[src/rtl/cv32e_obi_port_mux.sv]
// Arbitrates NUM_PORTS OBI request ports onto one master port and routes
// in-order responses back to the issuing port through an ID FIFO.
module cv32e_obi_port_mux #(
  parameter int NUM_PORTS       = 2,
  parameter int ADDR_W          = 32,
  parameter int DATA_W          = 32,
  parameter int MAX_OUTSTANDING = 4,
  parameter int ARB_MODE        = 1,
  parameter logic [NUM_PORTS-1:0] READ_ONLY_MASK = 'b01,
  localparam int BE_W  = DATA_W / 8,
  localparam int CNT_W = $clog2(MAX_OUTSTANDING + 1)
) (
  input  logic                        clk_i,
  input  logic                        rst_ni,
  input  logic [NUM_PORTS-1:0]        s_req_i,
  input  logic [NUM_PORTS*ADDR_W-1:0] s_addr_i,
  input  logic [NUM_PORTS-1:0]        s_we_i,
  input  logic [NUM_PORTS*BE_W-1:0]   s_be_i,
  input  logic [NUM_PORTS*DATA_W-1:0] s_wdata_i,
  output logic [NUM_PORTS-1:0]        s_gnt_o,
  output logic [NUM_PORTS-1:0]        s_rvalid_o,
  output logic [DATA_W-1:0]           s_rdata_o,
  output logic                        m_data_req_o,
  output logic [ADDR_W-1:0]           m_data_addr_o,
  output logic                        m_data_we_o,
  output logic [BE_W-1:0]             m_data_be_o,
  output logic [DATA_W-1:0]           m_data_wdata_o,
  input  logic                        m_data_gnt_i,
  input  logic                        m_data_rvalid_i,
  input  logic [DATA_W-1:0]           m_data_rdata_i,
  output logic [CNT_W-1:0]            outstanding_o,
  output logic                        protocol_err_o
);

  localparam int PW = (NUM_PORTS > 1) ? $clog2(NUM_PORTS) : 1;
  localparam int FW = (MAX_OUTSTANDING > 1) ? $clog2(MAX_OUTSTANDING) : 1;

  logic [PW-1:0]  r_fifo [MAX_OUTSTANDING];
  logic [FW-1:0]  r_wr_ptr;
  logic [FW-1:0]  r_rd_ptr;
  logic [CNT_W-1:0] r_count;
  logic           r_lock_vld;
  logic [PW-1:0]  r_lock_idx;
  logic [PW-1:0]  r_rr_ptr;
  logic           r_err;

  logic [PW-1:0]  w_win;
  logic [PW-1:0]  w_idx;
  logic           w_found;
  logic [PW-1:0]  w_sel;
  logic [PW-1:0]  w_head;
  logic           w_full;
  logic           w_empty;
  logic           w_grant;
  logic           w_pop;

  // Winner search: fixed priority favours the lowest index, round-robin
  // starts at the pointer and wraps.
  always_comb begin
    w_win   = '0;
    w_idx   = '0;
    w_found = 1'b0;
    for (int k = 0; k < NUM_PORTS; k++) begin
      if (ARB_MODE == 0) w_idx = PW'(k);
      else               w_idx = PW'((int'(r_rr_ptr) + k) % NUM_PORTS);
      if (!w_found && s_req_i[w_idx]) begin
        w_win   = w_idx;
        w_found = 1'b1;
      end
    end
  end

  assign w_sel   = r_lock_vld ? r_lock_idx : w_win;
  assign w_full  = (r_count == CNT_W'(MAX_OUTSTANDING));
  assign w_empty = (r_count == '0);
  assign w_head  = r_fifo[r_rd_ptr];

  assign m_data_req_o = (|s_req_i) && !w_full;
  assign w_grant      = m_data_gnt_i && m_data_req_o;
  assign w_pop        = m_data_rvalid_i && !w_empty;

  always_comb begin
    m_data_addr_o = s_addr_i[w_sel*ADDR_W +: ADDR_W];
    if (READ_ONLY_MASK[w_sel]) begin
      m_data_we_o    = 1'b0;
      m_data_be_o    = '1;
      m_data_wdata_o = '0;
    end else begin
      m_data_we_o    = s_we_i[w_sel];
      m_data_be_o    = s_be_i[w_sel*BE_W +: BE_W];
      m_data_wdata_o = s_wdata_i[w_sel*DATA_W +: DATA_W];
    end
  end

  always_comb begin
    s_gnt_o           = '0;
    s_gnt_o[w_sel]    = w_grant;
    s_rvalid_o        = '0;
    s_rvalid_o[w_head] = w_pop;
  end

  assign s_rdata_o      = m_data_rdata_i;
  assign outstanding_o  = r_count;
  assign protocol_err_o = r_err;

  // Lock holds the selected port stable while the master stalls its grant.
  always_ff @(posedge clk_i or negedge rst_ni) begin
    if (!rst_ni) begin
      r_lock_vld <= 1'b0;
      r_lock_idx <= '0;
      r_rr_ptr   <= '0;
    end else if (w_grant) begin
      r_lock_vld <= 1'b0;
      if (ARB_MODE != 0)
        r_rr_ptr <= (w_sel == PW'(NUM_PORTS - 1)) ? '0 : w_sel + 1'b1;
    end else if (m_data_req_o) begin
      r_lock_vld <= 1'b1;
      r_lock_idx <= w_sel;
    end
  end

  always_ff @(posedge clk_i or negedge rst_ni) begin
    if (!rst_ni) begin
      for (int i = 0; i < MAX_OUTSTANDING; i++) r_fifo[i] <= '0;
      r_wr_ptr <= '0;
      r_rd_ptr <= '0;
      r_count  <= '0;
      r_err    <= 1'b0;
    end else begin
      if (w_grant) begin
        r_fifo[r_wr_ptr] <= w_sel;
        r_wr_ptr <= (r_wr_ptr == FW'(MAX_OUTSTANDING - 1)) ? '0 : r_wr_ptr + 1'b1;
      end
      if (w_pop)
        r_rd_ptr <= (r_rd_ptr == FW'(MAX_OUTSTANDING - 1)) ? '0 : r_rd_ptr + 1'b1;
      if (w_grant && !w_pop)      r_count <= r_count + 1'b1;
      else if (!w_grant && w_pop) r_count <= r_count - 1'b1;
      if (m_data_rvalid_i && w_empty) r_err <= 1'b1;
    end
  end

endmodule

[config.mk]
export PLATFORM = sky130hd
export DESIGN_NAME = cv32e_obi_port_mux
export DESIGN_NICKNAME = d
export VERILOG_FILES = /design/src/rtl/cv32e_obi_port_mux.sv
export SDC_FILE = /design/constraint.sdc
export NUM_CORES = 1
export LEC_CHECK = 0
export BUFFER_PORTS_ARGS = -buffer_cell sky130_fd_sc_hd__buf_2
export CORE_AREA = 2 2 111 113
export CTS_BUF_LIST = sky130_fd_sc_hd__clkbuf_8
export CTS_CLUSTER_SIZE = 24
export DETAILED_ROUTE_END_ITERATION = 10
export DIE_AREA = 0 0 113 115
export GPL_TIMING_DRIVEN = 0
export SLEW_MARGIN = 30
export SYNTH_ARGS = -nofsm -noshare
export SYNTH_HDL_FRONTEND = slang
export SYNTH_SLANG_ARGS = --single-unit
[constraint.sdc]
create_clock -name clk_i -period 2.9 [get_ports clk_i]
set_clock_uncertainty 0.15 [all_clocks]
set_input_delay 0.145 -clock clk_i [delete_from_list [all_inputs] [get_ports clk_i]]
set_output_delay 0.145 -clock clk_i [all_outputs]
set_load 0.02 [all_outputs]
==> qor.yml, run 1 <==
critPathRequiredTime_ns: 2.92
r2r_slack_ns: 0.46
cp-startpoint: "outstanding_o[0]"
final_area_mm2: 0.00306
register_area_um2: 375
synth_edf_count: 0
cts-root-buf: "clkbuf_8"
hold_ws_ns: 0.0128
placed_cell_area_mm2: 0.00300
synth_seq_cells: 15
grt_max_degree: 16
io-pin-count: 286
timing.fmax_ghz: 0.410
status: "finished with violations"
synth_nets: 361
fillers: 1292
fin_util_pct: 25.9
wl_per_cell_um: 13.0
cpPeakStageDelay_ns: 0.54
grt_pass1_vias: 1922
row_count: 40
post_cts_buffers: 0
multi_input_area_mm2: 0.00107
via_per_inst: 3.78
endpoint: "outstanding_o[2]"
wl_mm: 7.11
ctsHoldBuffers: 1
drive_gt1_share_pct: 72.9
crit_path_cell_trace: "nor3b_4 > nor3b_4 > ha_1 > inv_1 > fa_1 > xor2_1 > nor2_1 > xor2_1"
synthesis.area_mm2: 0.00174
tightest_slew_ns: 0.546
dr.first_iter.drc_count: 43
ys_async_sr_fraction_pct: 100
core_area_mm2: 0.0118
port_buffers: 216
overflow: 0
max_cap_violations: 0
powerDensity_mw_per_mm2: 778
htreeDepth: 1
fin_crit_ns: 2.44
n_antenna_cell: 0
dp_hpwl_mm: 6.45
worstReg2RegEnd: "outstanding_o[2]"
min_path_type: "input port to register"
clk_pin_slew_ns: 0.06
maxSlewViolCount: 0
reg2reg_from: "outstanding_o[0]"
cts_resized: 0
hold_viol_final: 0
crit_cells: 8
dr.pass1.iters: 7
rsz0062_at_grt: "false"
seq_area_frac_synth_pct: 21.6
failed_checks: "DRC"
dr_total_vias: 2064
crit_arrival_ns: 2.46
gp_congestion: 0.712
cts_made_buffers: 3
grt_antenna_before_repair: 0
peakVddDrop_mv: 0.208
fin_crit_sh_pct: 84.1
path_buf_inv: 1
cts_tree: "yes"
grt_pass1_wl_mm: 9.56
finalSetupTns_ns: 0
initial_core_util_pct: 14.7
nNetsFinal: 583
area_delta_synth_final_pct: 76.1
end_kind: "register"
worstSetupStartpointType: "register"
die-area_mm2: 0.0130
critPathTopFamily: "simple AND/OR/NAND/NOR gates"
reg2reg_depth: 8
clockBufferDepth: 2
drc_errors: 20
ys_types: 25
dp.cells: 541
setup_viol: 0
slowest_stage: "dfrtp_1"
die_h_um: 115
final_cells: 546
die_w_um: 113
synth_ff_type: "dfrtp_1"
drt.antenna.violating_nets: 0
worst_slew_margin_rel_pct: 63.5
p_leak_nw: 1.73
grt_usage_pct: 9.19
synth_warnings: 0
crit_type: "register to register"
syn_inst: 178
crit_fanout: 7
clock_latency_ns: 0.24
avgSynthCellArea_um2: 9.75
cts_sinks: 15
==> sequential cells by signal, indices dropped and copies added (netlist names) <==
register	flops
r_fifo	4
r_rr_ptr	1
r_lock_idx	1
protocol_err_o	1
r_wr_ptr	2
outstanding_o	3
r_lock_vld	1
r_rd_ptr	2
==> Yosys cell counts (4+ instances only) <==
| library cell | n | area share, % |
|---|---|---|
| and2_1 | 34 | 12 |
| buf_4 | 32 | 14 |
| mux2_2 | 22 | 14 |
| dfrtp_1 | 15 | 22 |
| mux2_1 | 13 | 8.4 |
| buf_2 | 7 | 2.0 |
| nor3_1 | 7 | 2.0 |
| ha_1 | 6 | 4.3 |
| mux2_4 | 6 | 5.2 |
| nand2_1 | 5 | 1.1 |
| nand2b_1 | 5 | 1.8 |
| nor2_1 | 5 | 1.1 |
| inv_1 | 4 | 0.86 |
==> worst reg2reg max path: stages, from the launching register on <==
cell     delay, ns
dfrtp_1       0.54
nor3b_4       0.13
nor3b_4       0.45
ha_1          0.27
inv_1         0.06
fa_1          0.37
xor2_1        0.15
nor2_1        0.11
xor2_1        0.15
==> through the flow <==
| stage | power (mW) | setup slack [ns] |
|---|---|---|
| final | 2.38 | 0.461 |
| after global routing | 2.56 | 0.223 |
| after global placement | 2.21 | 0.453 |
| after detailed placement | 2.25 | 0.407 |
| after floorplan | 1.65 | 0.577 |
| after CTS | 2.42 | 0.392 |
==> cell type report <==
type                       count  share of cell area, %
inverter                       4                  0.491
buffer                        40                   9.13
clock inverter                 1                  0.123
multi-input combinational    119                   34.9
sequential                    15                   12.3
timing repair buffer         217                   35.7
clock buffer                   3                   1.35
tap                          147                   6.02
==> where the power goes <==
part / total (mW) / internal [mW] / leakage, nW / switching, mW
registers: 0.426 / 0.312 / 0.177 / 0.114
logic: 1.79 / 0.776 / 1.52 / 1.01
clock network: 0.163 / 0.0935 / 0.0269 / 0.0699
total: 2.38 / 1.18 / 1.73 / 1.20
==> how the worst min path moves through the flow <==
stage                     from               end  slack [ns]  cells past startpoint
3_5_place_dp            rst_ni       r_rd_ptr[1]       -0.08                      1
3_3_place_gp            rst_ni       r_rd_ptr[1]       -0.08                      1
6_report       m_data_rvalid_i    protocol_err_o        0.01                      2
5_1_grt        m_data_rvalid_i    protocol_err_o        0.02                      2
4_1_cts        m_data_rvalid_i    protocol_err_o        0.01                      2
2_1_floorplan           rst_ni  outstanding_o[0]       -0.30                      0
==> cell usage in the layout (no fill, tap or decap), types with 5 or more instances in the layout <==
| cell | instances |
|---|---|
| mux2_1 | 13 |
| and2_1 | 34 |
| inv_1 | 5 |
| mux2_4 | 6 |
| buf_2 | 223 |
| mux2_2 | 22 |
| nor2_1 | 5 |
| dfrtp_1 | 15 |
| ha_1 | 6 |
| nor3_1 | 7 |
| nand2b_1 | 5 |
| nand2_1 | 5 |
| buf_4 | 32 |
==> metal layers <==
metal  up-vias  wire [µm]  track usage, %
met2       119       3730            17.6
met4         0         55            2.36
met5         -          0               0
li1        999          -               -
met1       942       2650            10.7
met3         4        676            1.32
==> cells by family after synthesis <==
kind of cell / synth area share [%]
flip-flops: 21.6
XOR/XNOR: 1.51
AND/OR/NAND/NOR: 21.5
adder cells (fa/ha/maj): 5.48
AO/OA/AOI/OAI: 3.17
multiplexers: 29.8
buffers and inverters: 16.9
No activity file was read; power rests on OpenSTA's default activity.
==> run 2: changes to the inputs <==
CORE_AREA = 2 2 110 112   (was 2 2 111 113)
DIE_AREA = 0 0 112 114   (was 0 0 113 115)
clock period = 2.2 ns   (was 2.9 ns; I/O delays follow)
==> run 2 against run 1 <==
  * The run now ends clean
  * Die area shrank 1.7%
  * Clock-buffer cell count is the same
  * Final cell count grew 1.6%
  * Sequential cell count is the same
  * Via count grew 0.73%
  * Highest routed layer unchanged
  * Hold slack gained 0.14 ns
  * Largest power group unchanged
  * Utilization grew 1.2 points
  * First-iteration DRC count shrank 12%
  * Worst setup slack lost 0.37 ns
  * Critical path depth shrank 2
==> qor.yml, run 2 (synthesis gave the netlist of run 1 again) <==
final_cells: 555  # +1.6%
status: "finished clean"
crit_path_cell_trace: "nor3b_4 > nor3b_4 > ha_2 > inv_2 > fa_2 > mux2_2"
clockBufferDepth: 2  # unchanged
worstReg2RegEnd: "outstanding_o[1]"
rsz0062_at_grt: "true"
io-pin-count: 286  # unchanged
crit_fanout: 6  # -1
p_total_mw: 3.27  # +38%
nNetsFinal: 592  # +1.5%
dr.first_iter.drc_count: 38  # -12%
clock_latency_ns: 0.25  # about the same
grt_max_degree: 16  # unchanged
crit_arrival_ns: 2.09  # -0.37 ns
gp_congestion: 0.693  # -2.7%
peakVddDrop_mv: 0.291  # +40%
area_delta_synth_final_pct: 82.6
worst_slew_margin_rel_pct: 65.9  # +2.4 points
cp-startpoint: "outstanding_o[0]"
timing.fmax_ghz: 0.475  # +16%
dp.cells: 541  # unchanged
end_kind: "register"
regMostFlops: "r_fifo"
layout_commonest_cell: "buf_2"
r2r_slack_ns: 0.1  # -0.37 ns
core_area_mm2: 0.0117  # -0.85%
setup_slack_ns: 0.0956  # -0.366 ns
powerDensity_mw_per_mm2: 1030  # +33%
dr_total_vias: 2079  # +0.73%
min_path_type: "input port to async pin"
clk_pin_slew_ns: 0.06  # about the same
grt_pass1_wl_mm: 9.45  # -1.2%
die_w_um: 112  # -0.88%
fin_crit_sh_pct: 95.7  # +12 points
die_h_um: 114  # -0.87%
wl_per_cell_um: 12.3  # -5.9%
p_leak_nw: 1.77  # +2.8%
setup_viol: 0  # unchanged
initial_core_util_pct: 14.8  # +0.13 points
n_antenna_cell: 0  # unchanged
largest_register_ffs: 4  # unchanged
cts_sinks: 15  # unchanged
tightest_slew_ns: 0.510  # -0.0360 ns
hold_viol_final: 0  # unchanged
row_count: 40  # unchanged
cpPeakStageDelay_ns: 0.48  # -0.06 ns
port_buffers: 216  # unchanged
cts-root-buf: "clkbuf_8"
drive_gt1_share_pct: 74.8  # +1.8 points
slowest_stage: "dfrtp_2"
reg2reg_from: "outstanding_o[0]"
dp_hpwl_mm: 6.02  # -6.6%
htreeDepth: 1  # unchanged
endpoint: "outstanding_o[1]"
drt.antenna.violating_nets: 0  # unchanged
grt_usage_pct: 9.27  # +0.072 points
cts_made_buffers: 3  # unchanged
die-area_mm2: 0.0128  # -1.7%
drc_errors: 0  # -100%
crit_type: "register to register"
maxSlewViolCount: 0  # unchanged
wl_mm: 6.81  # -4.3%
critPathRequiredTime_ns: 2.18  # -0.74 ns
grt_pass1_vias: 1868  # -2.8%
pre_cts_ws_ns: -0.349  # -0.756 ns
cts_tree: "yes"
worstSetupStartpointType: "register"
overflow: 0  # unchanged
grt_antenna_before_repair: 0  # unchanged
fin_crit_ns: 2.10  # -0.334 ns
max_cap_violations: 0  # unchanged
dr.pass1.iters: 3  # -4
final_cell_mix: "219 x buf_2, 41 x buf_4, 34 x and2_1"
reg2reg_depth: 6  # -2
via_per_inst: 3.75  # -0.91%
cp_common_cell: "nor3b_4"
## run 2: cell types whose count changed in the layout (fill, tap and decap cells not counted), sizes merged
cell,delta
clkbuf,+1
buf,+7
dlygate4sd3,+1
## run 2: what timing repair did
action                     CTS  global route
resized for setup            2             9
pin swaps                    2             5
gates cloned                 0             1
hold endpoints to repair    16             0
hold buffers                 2             0
buffers inserted             2             5
setup endpoints to repair   63            36
## run 2: area by class of cell
cell class / count / area [µm²]
Fill cell: 1302 / 8540
Timing Repair Buffer: 226 / 1170
Multi-Input combinational cell: 119 / 1080
Sequential cell: 15 / 379
Buffer: 40 / 295
Tap cell: 147 / 184
Clock buffer: 3 / 41.3
Inverter: 4 / 15.0
Clock inverter: 1 / 3.75
## run 2: power breakdown
group	internal, mW	switching [mW]	total [mW]
clock	0.123	0.0941	0.218
combinational	1.14	1.34	2.48
sequential	0.417	0.156	0.573
## run 2: how the worst min path moves through the flow
stage	start	to	slack [ns]	depth (start not counted)
2_1_floorplan	rst_ni	outstanding_o[0]	-0.34	0
3_3_place_gp	rst_ni	protocol_err_o	-0.11	1
3_5_place_dp	rst_ni	r_wr_ptr[0]	-0.10	1
4_1_cts	m_data_gnt_i	r_lock_idx	0.15	3
5_1_grt	m_data_gnt_i	r_fifo[2]	0.18	4
6_report	rst_ni	r_wr_ptr[0]	0.15	2
## run 2: worst max-delay path, delay by kind of cell (launching register included)
family	cells	cell delay, ns
AND/OR/NAND/NOR	2	0.41
flip-flops	1	0.48
buffers and inverters	1	0.05
adder cells (fa/ha/maj)	2	0.63
multiplexers	1	0.26
## run 2: per-layer routing
layer | wire length [µm] | vias up | track usage, % | part of all wire (%)
met1 | 2920 | 944 | 12.8 | 43
met2 | 3310 | 117 | 15.6 | 49
met3 | 570 | 2 | 1.65 | 8.4
li1 | - | 1016 | - | -
met5 | 0 | - | 0 | 0
met4 | 12 | 0 | 1.22 | 0.18
## run 2: per-stage QoR
step	cell area, µm²	setup TNS [ns]	utilization, %	hold WS [ns]
2_1_floorplan	1740	-0.0224	-	-0.336
3_3_place_gp	3010	-0.620	25.7	-0.115
3_5_place_dp	3010	-0.654	25.7	-0.103
4_1_cts	3100	-0.0440	26.5	0.153
5_1_grt	3170	-0.0494	27.1	0.176
6_report	3170	0	27.1	0.150
==> run 3: changes to the inputs <==
clock period = 2.45 ns   (was 2.2 ns; I/O delays follow)
==> run 3 against run 2 <==
  * Non-clock buffer count decreased by 7
  * Sequential cell count unchanged
  * Power shrank 14%
  * Final cell count decreased by 1.3%
  * Cell area shrank 2.7%
  * Register-to-register slack better by 0.11 ns
  * Global-route usage decreased by 0.18 points
  * Clock power decreased by 4%
  * Utilization fell by 0.74 points
  * Maximum frequency is 6.3% lower
  * Die area unchanged
  * Critical path depth is 1 higher
  * Critical endpoint is now outstanding_o[2]
  * Highest routed layer unchanged
==> qor.yml, run 3 (synthesis gave the netlist of run 1 again) <==
die_h_um: 114  # unchanged
rsz0062_at_grt: "false"
setup_slack_ns: 0.205  # +0.110 ns
crit_type: "register to register"
nNetsFinal: 585  # -1.2%
fin_crit_ns: 2.24  # +0.140 ns
dp_hpwl_mm: 5.78  # -4.0%
port_buffers: 216  # unchanged
maxSlewViolCount: 0  # unchanged
drt.antenna.violating_nets: 0  # unchanged
cts_tree: "yes"
via_per_inst: 3.82  # +1.9%
clock_latency_ns: 0.25  # about the same
finalSetupTns_ns: 0  # unchanged
die_w_um: 112  # unchanged
critPathTopFamily: "adder cells"
status: "finished clean"
gp_congestion: 0.713  # +2.9%
clk_pin_slew_ns: 0.07  # about the same
dr.max_layer_used: "met4"
pre_cts_ws_ns: -0.0602  # +0.289 ns
end_kind: "register"
r2r_slack_ns: 0.21  # +0.11 ns
powerDensity_mw_per_mm2: 913  # -12%
initial_core_util_pct: 14.8  # unchanged
dp.cells: 541  # unchanged
crit_fanout: 6  # unchanged
timing.fmax_ghz: 0.445  # -6.3%
io-pin-count: 286  # unchanged
cts-root-buf: "clkbuf_8"
worstReg2RegEnd: "outstanding_o[2]"
overflow: 0  # unchanged
fin_crit_sh_pct: 91.6  # -4.0 points
hold_viol_final: 0  # unchanged
setup_viol: 0  # unchanged
worst_slew_margin_rel_pct: 64.4  # -1.4 points
grt_max_degree: 16  # unchanged
final_cells: 548  # -1.3%
n_antenna_cell: 0  # unchanged
crit_path_cell_trace: "o31ai_4 > ha_1 > inv_1 > fa_1 > xor2_1 > nor2_1 > xor2_1"
drive_gt1_share_pct: 73.1  # -1.7 points
drc_errors: 0  # unchanged
largest_register_ffs: 4  # unchanged
fin_util_pct: 26.3  # -0.74 points
regMostFlops: "r_fifo"
hold_end: "r_lock_idx"
clockBufferDepth: 2  # unchanged
fillers: 1247  # -4.2%
layout_commonest_cell: "buf_2"
grt_pass1_wl_mm: 9.30  # -1.5%
grt_usage_pct: 9.09  # -0.18 points
area_delta_synth_final_pct: 77.6
hold_ws_ns: 0.137  # -0.0132 ns
met2_length_mm: 3.45  # +4.5%
cts_made_buffers: 3  # unchanged
dr.first_iter.drc_count: 35  # -7.9%
crit_arrival_ns: 2.27  # +0.18 ns
dr_total_vias: 2091  # +0.58%
max_cap_violations: 0  # unchanged
final_cell_mix: "223 x buf_2, 34 x and2_1, 33 x buf_4"
reg2reg_from: "outstanding_o[1]"
slowest_stage: "dfrtp_1"
grt_antenna_before_repair: 0  # unchanged
cpPeakStageDelay_ns: 0.49  # about the same
wl_mm: 6.56  # -3.5%
reg2reg_depth: 7  # +1
critPathRequiredTime_ns: 2.48  # +0.30 ns
row_count: 40  # unchanged
wl_per_cell_um: 12.0  # -2.3%
tightest_slew_ns: 0.531  # +0.0214 ns
dr_wl_met3_um: 476  # -16%
min_path_type: "input port to register"
hold_depth: 3
cts_sinks: 15  # unchanged
path_buf_inv: 1  # unchanged
hold_start: "m_data_gnt_i"
peakVddDrop_mv: 0.477  # +64%
die-area_mm2: 0.0128  # unchanged
dr.pass1.iters: 4  # +1
drt-met1-wl_mm: 2.59  # -11%
worstSetupStartpointType: "register"
core_area_mm2: 0.0117  # unchanged
cp_common_cell: "xor2_1"
htreeDepth: 1  # unchanged
grt_pass1_vias: 1826  # -2.2%
p_leak_nw: 1.74  # -2.2%
==> run 3: cell types whose count changed in the layout (fill, tap and decap cells not counted), sizes merged <==
cell and change:
clkinv +1, clkbuf -1, buf -6, inv -1
==> run 3: worst max path at each step <==
| stage | end | cells past startpoint | start | slack [ns] |
|---|---|---|---|---|
| floorplan | outstanding_o[2] | 8 | outstanding_o[0] | 0.13 |
| global placement | outstanding_o[2] | 8 | outstanding_o[2] | -0.02 |
| detailed placement | outstanding_o[2] | 8 | outstanding_o[0] | -0.06 |
| CTS | m_data_wdata_o[28] | 6 | r_lock_vld | 0.09 |
| global route | m_data_wdata_o[28] | 6 | r_lock_vld | 0.07 |
| finish | outstanding_o[2] | 7 | outstanding_o[1] | 0.21 |
==> run 3: per-layer routing <==
metal	global-route usage [%]	vias up
met5	0	-
met4	1.71	0
met3	0.903	5
met2	17.2	109
met1	11.3	976
li1	-	1001
==> run 3: layout make-up <==
| type | instances | area [µm²] | area share [%] |
|---|---|---|---|
| multi-input combinational | 119 | 1070 | 34.8 |
| tap | 147 | 184 | 5.97 |
| inverter | 4 | 15.0 | 0.487 |
| buffer | 40 | 279 | 9.05 |
| clock buffer | 3 | 41.3 | 1.34 |
| timing repair buffer | 219 | 1110 | 36.0 |
| sequential | 15 | 375 | 12.2 |
| clock inverter | 1 | 5.00 | 0.162 |
==> run 3: report_power, final <==
group / leakage (nW) / switching [mW] / internal (mW)
clock network: 0.0255 / 0.0963 / 0.113
logic: 1.53 / 1.17 / 0.930
registers: 0.177 / 0.138 / 0.369
total: 1.74 / 1.40 / 1.41
==> run 3: through the flow <==
step                power [mW]  cell area (µm²)
floorplan                 1.95             1740
global placement          2.58             3000
detailed placement        2.63             3000
CTS                       2.85             3070
global route              3.03             3080
finish                    2.81             3080
==> run 3: repair_timing <==
action                                  CTS  global route
hold buffers                              2             0
endpoints found under the setup margin    2             5
pin swaps                                 1             0
resized for setup                         0             1
endpoints found under the hold margin    16             0
setup buffers                             1             0
==> run 3: worst reg2reg max path: cells and delay by family, from the launching register on <==
family                   cells  cell delay [ns]
adder cells (fa/ha/maj)      2             0.63
flip-flops                   1             0.49
AND/OR/NAND/NOR              1             0.12
XOR/XNOR                     2             0.30
buffers and inverters        1             0.06
AO/OA/AOI/OAI                1             0.43
